===== src/rtl/isa_pkg.sv =====
// Shared ISA definitions for the multicycle core: opcodes, instruction field
// positions and the fetch unit state encoding.
package isa_pkg;

  localparam logic [3:0] OP_RTYPE = 4'd0;
  localparam logic [3:0] OP_LW    = 4'd1;
  localparam logic [3:0] OP_BEQ   = 4'd2;
  localparam logic [3:0] OP_ORI   = 4'd3;
  localparam logic [3:0] OP_SW    = 4'd4;
  localparam logic [3:0] OP_ANDI  = 4'd5;
  localparam logic [3:0] OP_ADDI  = 4'd6;
  localparam logic [3:0] OP_SLTI  = 4'd7;
  localparam logic [3:0] OP_JUMP  = 4'd8;
  localparam logic [3:0] OP_HALT  = 4'd15;

  // Field positions inside a 16-bit instruction word.
  localparam int OPC_MSB  = 15;
  localparam int OPC_LSB  = 12;
  localparam int JT_MSB   = 11;
  localparam int JT_LSB   = 0;
  localparam int BOFF_MSB = 3;
  localparam int BOFF_LSB = 0;

  typedef enum logic [1:0] {
    ST_IDLE   = 2'd0,
    ST_FETCH  = 2'd1,
    ST_EXEC   = 2'd2,
    ST_HALTED = 2'd3
  } fetchState_t;

endpackage


===== src/rtl/pc_next_calc.sv =====
// Combinational next-PC selection for a retiring, non-halting instruction:
// jump target, taken BEQ (pc + 1 + signed 4-bit offset) or sequential pc + 1.
// All arithmetic wraps modulo 2^PC_W.
module pc_next_calc
  import isa_pkg::*;
#(
  parameter int INSTR_W = 16,
  parameter int PC_W    = 12
) (
  input  logic [PC_W-1:0]    pc,
  input  logic [INSTR_W-1:0] instr,
  input  logic               jump,
  input  logic               branch,
  input  logic               aluZero,
  output logic [PC_W-1:0]    pcNext
);

  logic [31:0]                      jumpWide;
  logic [PC_W-1:0]                  jumpTarget;
  logic signed [BOFF_MSB-BOFF_LSB:0] brOff;
  logic [PC_W-1:0]                  brOffExt;
  logic                             unusedBits;

  // Jump target is zero-extended (or truncated) to PC_W; the branch offset
  // is sign-extended so a negative offset wraps backwards.
  always_comb begin
    jumpWide   = 32'(instr[JT_MSB:JT_LSB]);
    jumpTarget = jumpWide[PC_W-1:0];
    brOff      = instr[BOFF_MSB:BOFF_LSB];
    brOffExt   = PC_W'(brOff);
    unusedBits = ^{instr[INSTR_W-1:JT_MSB+1], jumpWide[31:PC_W]};
    if (jump) begin
      pcNext = jumpTarget;
    end else if (branch && aluZero) begin
      pcNext = pc + PC_W'(1) + brOffExt;
    end else begin
      pcNext = pc + PC_W'(1);
    end
  end

endmodule


===== src/rtl/instr_fetch_unit.sv =====
// Front end of the multicycle core: owns the PC, fetches an instruction from
// imem, issues it to the decoder for one EXEC phase and selects the next PC
// from the decoder's jump/branch/halt outputs and the ALU zero flag.
module instr_fetch_unit
  import isa_pkg::*;
#(
  parameter int          INSTR_W  = 16,
  parameter int          PC_W     = 12,
  parameter int unsigned RESET_PC = 0
) (
  input  logic               clk,
  input  logic               rst_n,
  input  logic               start,
  output logic               imemReq,
  output logic [PC_W-1:0]    imemAddr,
  input  logic               imemValid,
  input  logic [INSTR_W-1:0] imemData,
  output logic [INSTR_W-1:0] instr,
  output logic [3:0]         opCode,
  output logic               instrValid,
  input  logic               execDone,
  input  logic               jump,
  input  logic               branch,
  input  logic               aluZero,
  input  logic               halt,
  output logic [PC_W-1:0]    pc,
  output logic               halted
);

  fetchState_t     state;
  fetchState_t     stateNext;
  logic            loadInstr;
  logic            updatePc;
  logic [PC_W-1:0] pcNext;

  pc_next_calc #(
    .INSTR_W (INSTR_W),
    .PC_W    (PC_W)
  ) uPcNext (
    .pc      (pc),
    .instr   (instr),
    .jump    (jump),
    .branch  (branch),
    .aluZero (aluZero),
    .pcNext  (pcNext)
  );

  // Outputs decoded straight from state so reset drops imemReq immediately.
  assign imemReq  = (state == ST_FETCH);
  assign halted   = (state == ST_HALTED);
  assign imemAddr = pc;
  assign opCode   = instr[OPC_MSB:OPC_LSB];

  // Next-state and datapath enables; inputs are only honoured in their own state.
  always_comb begin
    stateNext = state;
    loadInstr = 1'b0;
    updatePc  = 1'b0;
    case (state)
      ST_IDLE: begin
        if (start) stateNext = ST_FETCH;
      end
      ST_FETCH: begin
        if (imemValid) begin
          loadInstr = 1'b1;
          stateNext = ST_EXEC;
        end
      end
      ST_EXEC: begin
        if (execDone) begin
          if (halt) begin
            stateNext = ST_HALTED;
          end else begin
            updatePc  = 1'b1;
            stateNext = ST_FETCH;
          end
        end
      end
      ST_HALTED: begin
        stateNext = ST_HALTED;
      end
      default: begin
        stateNext = ST_IDLE;
      end
    endcase
  end

  // State, PC and instruction registers; instrValid marks the first EXEC cycle.
  always_ff @(posedge clk or negedge rst_n) begin
    if (!rst_n) begin
      state      <= ST_IDLE;
      pc         <= PC_W'(RESET_PC);
      instr      <= '0;
      instrValid <= 1'b0;
    end else begin
      state      <= stateNext;
      instrValid <= loadInstr;
      if (loadInstr) instr <= imemData;
      if (updatePc)  pc    <= pcNext;
    end
  end

endmodule


===== config.mk =====
export PLATFORM = sky130hd
export DESIGN_NAME = instr_fetch_unit
export DESIGN_NICKNAME = d
export VERILOG_FILES = /design/src/rtl/isa_pkg.sv /design/src/rtl/pc_next_calc.sv /design/src/rtl/instr_fetch_unit.sv
export SDC_FILE = /design/constraint.sdc
export NUM_CORES = 1
export LEC_CHECK = 0
export ABC_AREA = 1
export CELL_PAD_IN_SITES_DETAIL_PLACEMENT = 0
export CELL_PAD_IN_SITES_GLOBAL_PLACEMENT = 2
export CORE_MARGIN = 1.5
export CORE_UTILIZATION = 25
export DETAILED_ROUTE_END_ITERATION = 10
export PLACE_DENSITY_LB_ADDON = 0.08
export SLEW_MARGIN = 0
export SYNTH_ARGS = -nofsm -noshare
export SYNTH_HDL_FRONTEND = slang
export SYNTH_SLANG_ARGS = --single-unit

===== constraint.sdc =====
create_clock -name clk -period 3.5 [get_ports clk]
set_input_delay 0.7 -clock clk [delete_from_list [all_inputs] [get_ports clk]]
set_output_delay 0.7 -clock clk [all_outputs]
set_load 0.1 [all_outputs]

**Yosys cells after proc, flatten, opt, wreduce, memory -nomap -nowiden**

Index checks and enable logic that the tools add are counted.

- Register bits after elaboration: 31
- Memory bits (writable): 0
- Memories: 0
- Bits in latches: 0
- Output and inout port bits: 47
- Memory bits (read-only): 0

- Eq/ne operators: 6
- Order comparisons: 0
- Multiply operators: 0
- Reductions and logical operators: 3
- Muxes and demuxes: 12
- Divide/modulo/power cells: 0
- $add $sub $neg: 2
- Bitwise gates (word level): 0
- Shift-type cells: 0

Operator list:

| kind | number |
|---|---|
| 2-to-1 mux 12 bit | 2 |
| adder 12 x 1 -> 12 bit, second input constant | 1 |
| adder 12 bit | 1 |
| 2-to-1 mux 2 bit | 4 |
| case mux 2 bit (4 select lines) | 1 |
| 2-to-1 mux 1 bit | 5 |
| equality test 2 bit, second input constant | 2 |
| inequality test 2 bit, second input constant | 2 |
| AND reduction 3 bit | 1 |
| equality test 2 x 1 -> 1 bit, second input constant | 1 |
| logical NOT 2 bit | 1 |
| inequality test 2 x 1 -> 1 bit, second input constant | 1 |
| logical AND 1 bit | 1 |

**Logic depth before layout (Yosys ltp)**

Gate-level depths: netlist (run 1).

- Word-level depth: 4
- Mapped depth: 19

**By module**

Synthesis (run 1) repeated with hierarchy kept, for this count alone.

- Cells, all modules: 361
- Area total of the unflattened synthesis: 2,482.4 um^2

Modules (own cells, without submodules):

| module | cells each | seq. area each (um^2) | area each (um^2) | times used |
|---|---|---|---|---|
| instr_fetch_unit | 155 | 775.7 | 1,366.3 | 1 |
| pc_next_calc | 206 | 0.0 | 1,116.1 | 1 |

**Worst setup path after synthesis (run 1)**

OpenSTA, ideal clock, no wires.

- Path kind: reg2reg
- Start point: register pc[1] (netlist: imemAddr[1])
- End point: register pc[9] (netlist: imemAddr[9])
- Library setup time: 0.120 ns
- Path buffers: 0
- Cell stages (with the launch flop): 20
- Path slack: 0.478 ns
- Arrival: 2.902 ns
- Path through: dfrtp_1 ha_1 nand4_1 nor2_1 inv_1 nand2_1 inv_1 ha_1 nand2_1 inv_1 nand2_1 nand2_1 a21oi_1 nor2_1 nor2_1 nand2_1 nand3_1 nand2_1 nand2_1 nand2_1

- Longest elaborated chain between the ends: 4

RTL lines:

| element | RTL line | source |
|---|---|---|
| start: declaration | instr_fetch_unit.sv:26 | `output logic [PC_W-1:0] pc,` |
| start signal: assignment | instr_fetch_unit.sv:92 | `pc <= PC_W'(RESET_PC);` |
| start signal: assignment | instr_fetch_unit.sv:99 | `if (updatePc) pc <= pcNext;` |
| adder 12 x 1 -> 12 bit * | pc_next_calc.sv:35, pc_next_calc.sv:37 |  |
| adder 12 bit | pc_next_calc.sv:35 | `pcNext = pc + PC_W'(1) + brOffExt;` |
| 2-to-1 mux 12 bit * | pc_next_calc.sv:34 | `end else if (branch && aluZero) begin` |
| 2-to-1 mux 12 bit * | pc_next_calc.sv:32 | `if (jump) begin` |

Mark *: on every way between the ends. The rest lies on a longest branch, timed or not.
A chain may end at the register's enable or synchronous reset.

**Worst setup path after layout (run 1)**

- Start point: register pc[1] (netlist: imemAddr[1])
- End point: register pc[10] (netlist: imemAddr[10])

The elaborated chain is that of the path after synthesis.

==> results.py, run 1 <==
metrics = {
    "final_layout": {
        "nets": 441,
        "diodes": 0,
        "syn_to_final_growth_pct": 32.3,
        "finalInstanceArea_sq_um": 3160,
        "drive_gt1_share_pct": 12.7,
        "fillers": 1041,
    },
    "clocking": {
        "clk_pin_slew_ps": 70,
        "cts_tree": "done",
        "htreeDepth": 2,
        "worstSkewPairLatency_ps": 280,
        "ctsResizeCount": 0,
        "cts_root_buf": "clkbuf_8",
        "clock_sinks": 31,
        "post_cts.repair.setup_buffers": 0,
        "clock_path_buffers": 2,
        "cts-hold-fix-buffers": 0,
        "cts_inserted_buffers": 5,
    },
    "synthesis": {
        "ys.flop_type": "dfrtp_1",
        "avgSynthCellArea_sq_um": 6.98,
        "yosysMostFrequentCell": "nand2_1",
        "synth_fp_nets": 383,
        "synth_top_area_share_pct": 32.5,
        "async_reset_ff_share_pct": 100,
        "ys_warn_count": 0,
        "synthTopCellsByCount": "114 x nand2_1, 35 x inv_1, 31 x dfrtp_1",
        "synth_area_leaders": "dfrtp_1 32%, nand2_1 18%, ha_1 7.9%",
        "syn-cell-area_sq_um": 2390,
        "syn_inst": 342,
        "synth-edff-count": 0,
        "ys_ff_latch": 31,
        "synthDistinctLibCells": 33,
        "yosysSeqAreaShare_pct": 32.5,
        "synth_top_cell_by_area": "dfrtp_1",
    },
    "sta": {
        "tightest_slew_ps": 977,
        "finalSetupTns_ps": 0,
        "fmax_mhz": 357,
        "period_share_pct": 80.1,
        "fin_crit_ps": 2800,
        "finalHoldViolCount": 0,
        "grt_setup_unrepaired": "false",
        "fin_worst_skew_ps": 7.50,
        "finalSetupViolations": 0,
        "slew_viol_final": 0,
        "slew_headroom_pct": 34.6,
    },
    "global_route": {
        "grt_usage_pct": 14.7,
        "antenna_found_initial": 0,
        "grt-ovfl-total": 0,
        "grt_max_degree": 32,
        "grt_pass1_wl_microns": 11500,
        "first_global_vias": 2213,
    },
    "floorplanning": {
        "die_w_microns": 101,
        "core_sq_um": 9240,
        "initial_utilization_pct": 25.8,
        "dieArea_sq_um": 10100,
        "die_height_microns": 101,
        "fp-row-count": 35,
        "io_pins": 72,
    },
    "setup_path": {
        "r2r_cells": 15,
        "critPathKind": "flop to flop",
        "r2r_slack_ps": 700,
        "required_ps": 3720,
        "worst_setup_path_end_kind": "flop",
        "cp.arrival_ps": 3020,
        "reg2reg_to": "imemAddr[10]",
        "crit_path_max_fanout": 5,
        "regToRegStartpoint": "imemAddr[1]",
        "worst_setup_path_start_kind": "flop",
    },
    "worst_hold_path": {
        "hold_depth": 2,
        "hold_class": "flop to flop",
        "min_from": "instr[12]",
        "min_to": "instr[12]",
    },
    "routing": {
        "drt_iter0_drc": 78,
        "post_drt_wl_per_cell_microns": 13.2,
        "drt-vias-per-instance": 4.27,
        "firstDrtPassIters": 4,
        "drc": 0,
        "vias": 2262,
        "wl_microns": 6970,
        "ant_nets": 0,
    },
    "place": {
        "dpl.hpwl_microns": 5540,
        "dpl-instance-area_sq_um": 3040,
        "globalplace.congestion": 0.793,
        "numPortBuffers": 71,
    },
    "run": {
        "cap_violations": 0,
    },
    "run_status": {
        "status": "finished clean",
    },
}
worst max-delay path by stage:
| stage | from | end | slack, ps | depth (start not counted) |
|---|---|---|---|---|
| after floorplan | imemAddr[1] | imemAddr[9] | 480 | 19 |
| after global placement | imemAddr[1] | imemAddr[10] | 650 | 15 |
| after detailed placement | imemAddr[1] | imemAddr[10] | 680 | 15 |
| after CTS | imemAddr[1] | imemAddr[10] | 640 | 15 |
| after global routing | imemAddr[1] | imemAddr[10] | 310 | 15 |
| final | imemAddr[1] | imemAddr[10] | 700 | 15 |
cell families after synthesis:
kind of cell               share of synthesized area [%]
and+or+nand+nor                                     30.6
buffers and inverters                               13.3
AOI/OAI and AO/OA                                   11.6
DFF                                                 32.5
adders and majority gates                           8.70
xor gates and xnor gates                            3.25
worst max-delay path, cell delays in order (launching register included):
cell and delay, ps:
dfrtp_1 420, ha_1 310, nand4_1 160, nor2_1 170
inv_1 70, nor2_1 90, nor2_1 70, ha_1 360
inv_1 80, nor3_1 230, o21ai_0 120, nand3_1 150
nor2_1 50, o21ai_0 300, nand2_1 90, nand2_1 70
metrics by stage:
stage               std cells  utilization (%)  hold WS (ps)  setup WS (ps)
global placement          522             32.9           487            647
CTS                       530             34.2           504            641
global route              530             34.2           541            310
floorplan                 342                -           404            478
detailed placement        522             32.9           491            681
finish                    530             34.2           498            695
state kept, by name, indices dropped and copies added, names as in the netlist:
register    flops
instrValid      1
imemAddr       12
instr          16
state           2
cell usage in the layout, fill, tap and decap left out:
cell | synthesis | routed
a21o_1 | 2 | 2
a21oi_1 | 21 | 21
a22oi_1 | 1 | 1
a31oi_1 | 1 | 1
buf_4 | 17 | 34
bufinv_16 | 0 | 1
clkbuf_8 | 0 | 6
clkdlybuf4s50_1 | 0 | 41
clkinv_2 | 0 | 1
dfrtp_1 | 31 | 31
fa_1 | 1 | 1
ha_1 | 15 | 15
inv_1 | 35 | 35
inv_2 | 2 | 2
inv_4 | 1 | 1
nand2_1 | 114 | 114
nand2_2 | 1 | 1
nand3_1 | 21 | 21
nand4_1 | 4 | 4
nor2_1 | 30 | 30
nor2_2 | 2 | 2
nor3_1 | 2 | 2
nor3_2 | 1 | 1
nor4_4 | 1 | 1
o211ai_1 | 3 | 3
o21ai_0 | 13 | 13
o21ai_1 | 1 | 1
o21bai_1 | 2 | 2
o221ai_1 | 1 | 1
o22ai_1 | 2 | 2
o31ai_1 | 2 | 2
xnor2_1 | 2 | 2
xor2_1 | 5 | 5
xor2_2 | 1 | 1
per-layer routing:
metal | share of wire (%) | global-route usage (%) | up-vias
li1 | - | - | 1196
met1 | 49 | 20.0 | 1007
met2 | 46 | 23.9 | 52
met3 | 4.6 | 2.50 | 7
met4 | 1.2 | 4.23 | 0
met5 | 0 | 0 | -
cell type report:
class / instances / area (sq um) / area share, %
Timing Repair Buffer: 75 / 666 / 21.1
Inverter: 38 / 145 / 4.59
Multi-Input combinational cell: 249 / 1290 / 41.0
Tap cell: 129 / 161 / 5.11
Clock buffer: 6 / 82.6 / 2.61
Sequential cell: 31 / 776 / 24.6
Clock inverter: 2 / 35.0 / 1.11
Power of run 1 is left out: the tool's default activity adds up to more than one toggle a clock period on the data nets, which glitch-free logic cannot reach.
==> run 2: changes to the inputs <==
clock period = 2.8 ns   (was 3.5 ns; I/O delays follow)
==> run 2 against run 1 <==
Die area is the same. Critical endpoint unchanged. Final area grew 0.83%. Largest cell class unchanged. Sequential share of layout area is 0.072 points higher.
==> results.py, run 2 (synthesis results as in run 1) <==
metrics = {
    "clocking": {
        "cts-hold-fix-buffers": 0,
        "cts_root_buf": "clkbuf_8",
        "htreeDepth": 2,
        "clock_path_buffers": 2,
        "cts_tree": "done",
        "clock_sinks": 31,
        "cts_inserted_buffers": 5,
        "clk_pin_slew_ps": 60,
        "worstSkewPairLatency_ps": 280,
    },
    "sta": {
        "fmax_mhz": 383,
        "slew_viol_final": 0,
        "whs_ps": 494,
        "fin_worst_skew_ps": 6.17,
        "slew_headroom_pct": 59.7,
        "tightest_slew_ps": 599,
        "grt_setup_unrepaired": "false",
        "period_share_pct": 93.1,
        "finalHoldViolCount": 0,
        "finalSetupViolations": 0,
        "fin_crit_ps": 2610,
    },
    "place": {
        "dpl.hpwl_microns": 5770,
        "dpl-instance-area_sq_um": 3070,
        "globalplace.congestion": 0.789,
        "numPortBuffers": 71,
    },
    "routing": {
        "drt-vias-per-instance": 4.28,
        "post_drt_wl_per_cell_microns": 13.3,
        "wl_microns": 7140,
        "drt_iter0_drc": 59,
        "firstDrtPassIters": 4,
        "ant_nets": 0,
        "drc": 0,
        "vias": 2301,
    },
    "global_route": {
        "first_global_vias": 2201,
        "antenna_found_initial": 0,
        "grt_usage_pct": 14.5,
        "grt_max_degree": 32,
        "grt_pass1_wl_microns": 11100,
        "grt-ovfl-total": 0,
    },
    "final_layout": {
        "diodes": 0,
        "layout_commonest_cell": "nand2_1",
        "final_cell_mix": "114 x nand2_1, 59 x buf_4, 35 x inv_1",
        "multiInputGateArea_sq_um": 1310,
        "fillers": 1014,
        "finalInstanceArea_sq_um": 3190,
        "drive_gt1_share_pct": 21.3,
        "max_flop_register": "instr",
        "syn_to_final_growth_pct": 33.4,
        "seq_area_sq_um": 785,
        "largest_register_ffs": 16,
        "nets": 449,
    },
    "setup_path": {
        "reg2reg_to": "imemAddr[10]",
        "critPathKind": "flop to flop",
        "r2r_cells": 15,
        "cp.arrival_ps": 2830,
        "regToRegStartpoint": "imemAddr[1]",
        "required_ps": 3020,
        "crit_path_max_fanout": 5,
        "startpoint": "imemAddr[1]",
        "r2r_slack_ps": 190,
        "worst_setup_path_end_kind": "flop",
        "worst_setup_path_start_kind": "flop",
        "cp-endpoint": "imemAddr[10]",
    },
    "worst_hold_path": {
        "hold_class": "flop to flop",
    },
    "run": {
        "cap_violations": 0,
    },
    "floorplanning": {
        "dieArea_sq_um": 10100,
        "core_sq_um": 9240,
        "initial_utilization_pct": 25.8,
        "die_w_microns": 101,
        "fp-row-count": 35,
        "io_pins": 72,
        "die_height_microns": 101,
    },
    "run_status": {
        "status": "finished clean",
    },
}
-- run 2: area by class of cell --
class | count | share of cell area, %
multi-input cells | 249 | 41.2
flip-flops and latches | 31 | 24.6
inverters | 38 | 4.56
clock buffers | 8 | 3.14
repair buffers | 83 | 21.4
well taps | 129 | 5.07
-- run 2: worst min path at each step --
| stage | endpoint | cells after the start | slack [ps] | startpoint |
|---|---|---|---|---|
| finish | instr[15] | 2 | 490 | instr[15] |
| global route | instr[14] | 2 | 540 | instr[14] |
| CTS | instr[15] | 2 | 500 | instr[15] |
| detailed placement | instr[15] | 2 | 480 | instr[15] |
| global placement | instr[15] | 2 | 480 | instr[15] |
| floorplan | imemAddr[0] | 0 | 260 | rst_n |
-- run 2: worst max-delay path, cell delays in order, from the launching register on --
cell	delay, ps
dfrtp_2	390
ha_2	250
nand4_1	150
nor2_2	150
inv_1	70
nor2_1	80
nor2_1	80
ha_1	360
inv_1	80
nor3_2	200
o21ai_0	160
nand3_1	140
nor2_1	50
o21ai_1	220
nand2_1	80
nand2_1	60
-- run 2: repair_timing --
item	in CTS	in global routing
buffers inserted	0	0
gates resized for setup	2	4
endpoints found under the setup margin	1	4
-- run 2: routing by layer --
layer | routed length [microns] | GRT usage [%] | vias up
li1 | - | - | 1215
met1 | 3430 | 19.2 | 1014
met2 | 3280 | 24.3 | 64
met3 | 327 | 2.36 | 8
met4 | 102 | 4.33 | 0
met5 | 0 | 0 | -
-- run 2: metrics by stage --
stage                     std cells  setup TNS, ps  utilization (%)  worst slack, ps
after detailed placement        530          -93.1             33.2            -93.1
final                           538              0             34.5              192
after global placement          530           -170             33.2             -170
after floorplan                 342              0                -             98.1
after global routing            538              0             34.5             15.9
after CTS                       538              0             34.3             45.0
Power of run 2 is left out for the same reason.
==> run 3: changes to the inputs <==
TNS_END_PERCENT = 50   (was unset)
==> results of run 3 <==
The final DEF is identical to that of run 2; final timing and power are the same.
Power of run 3 is left out for the same reason.
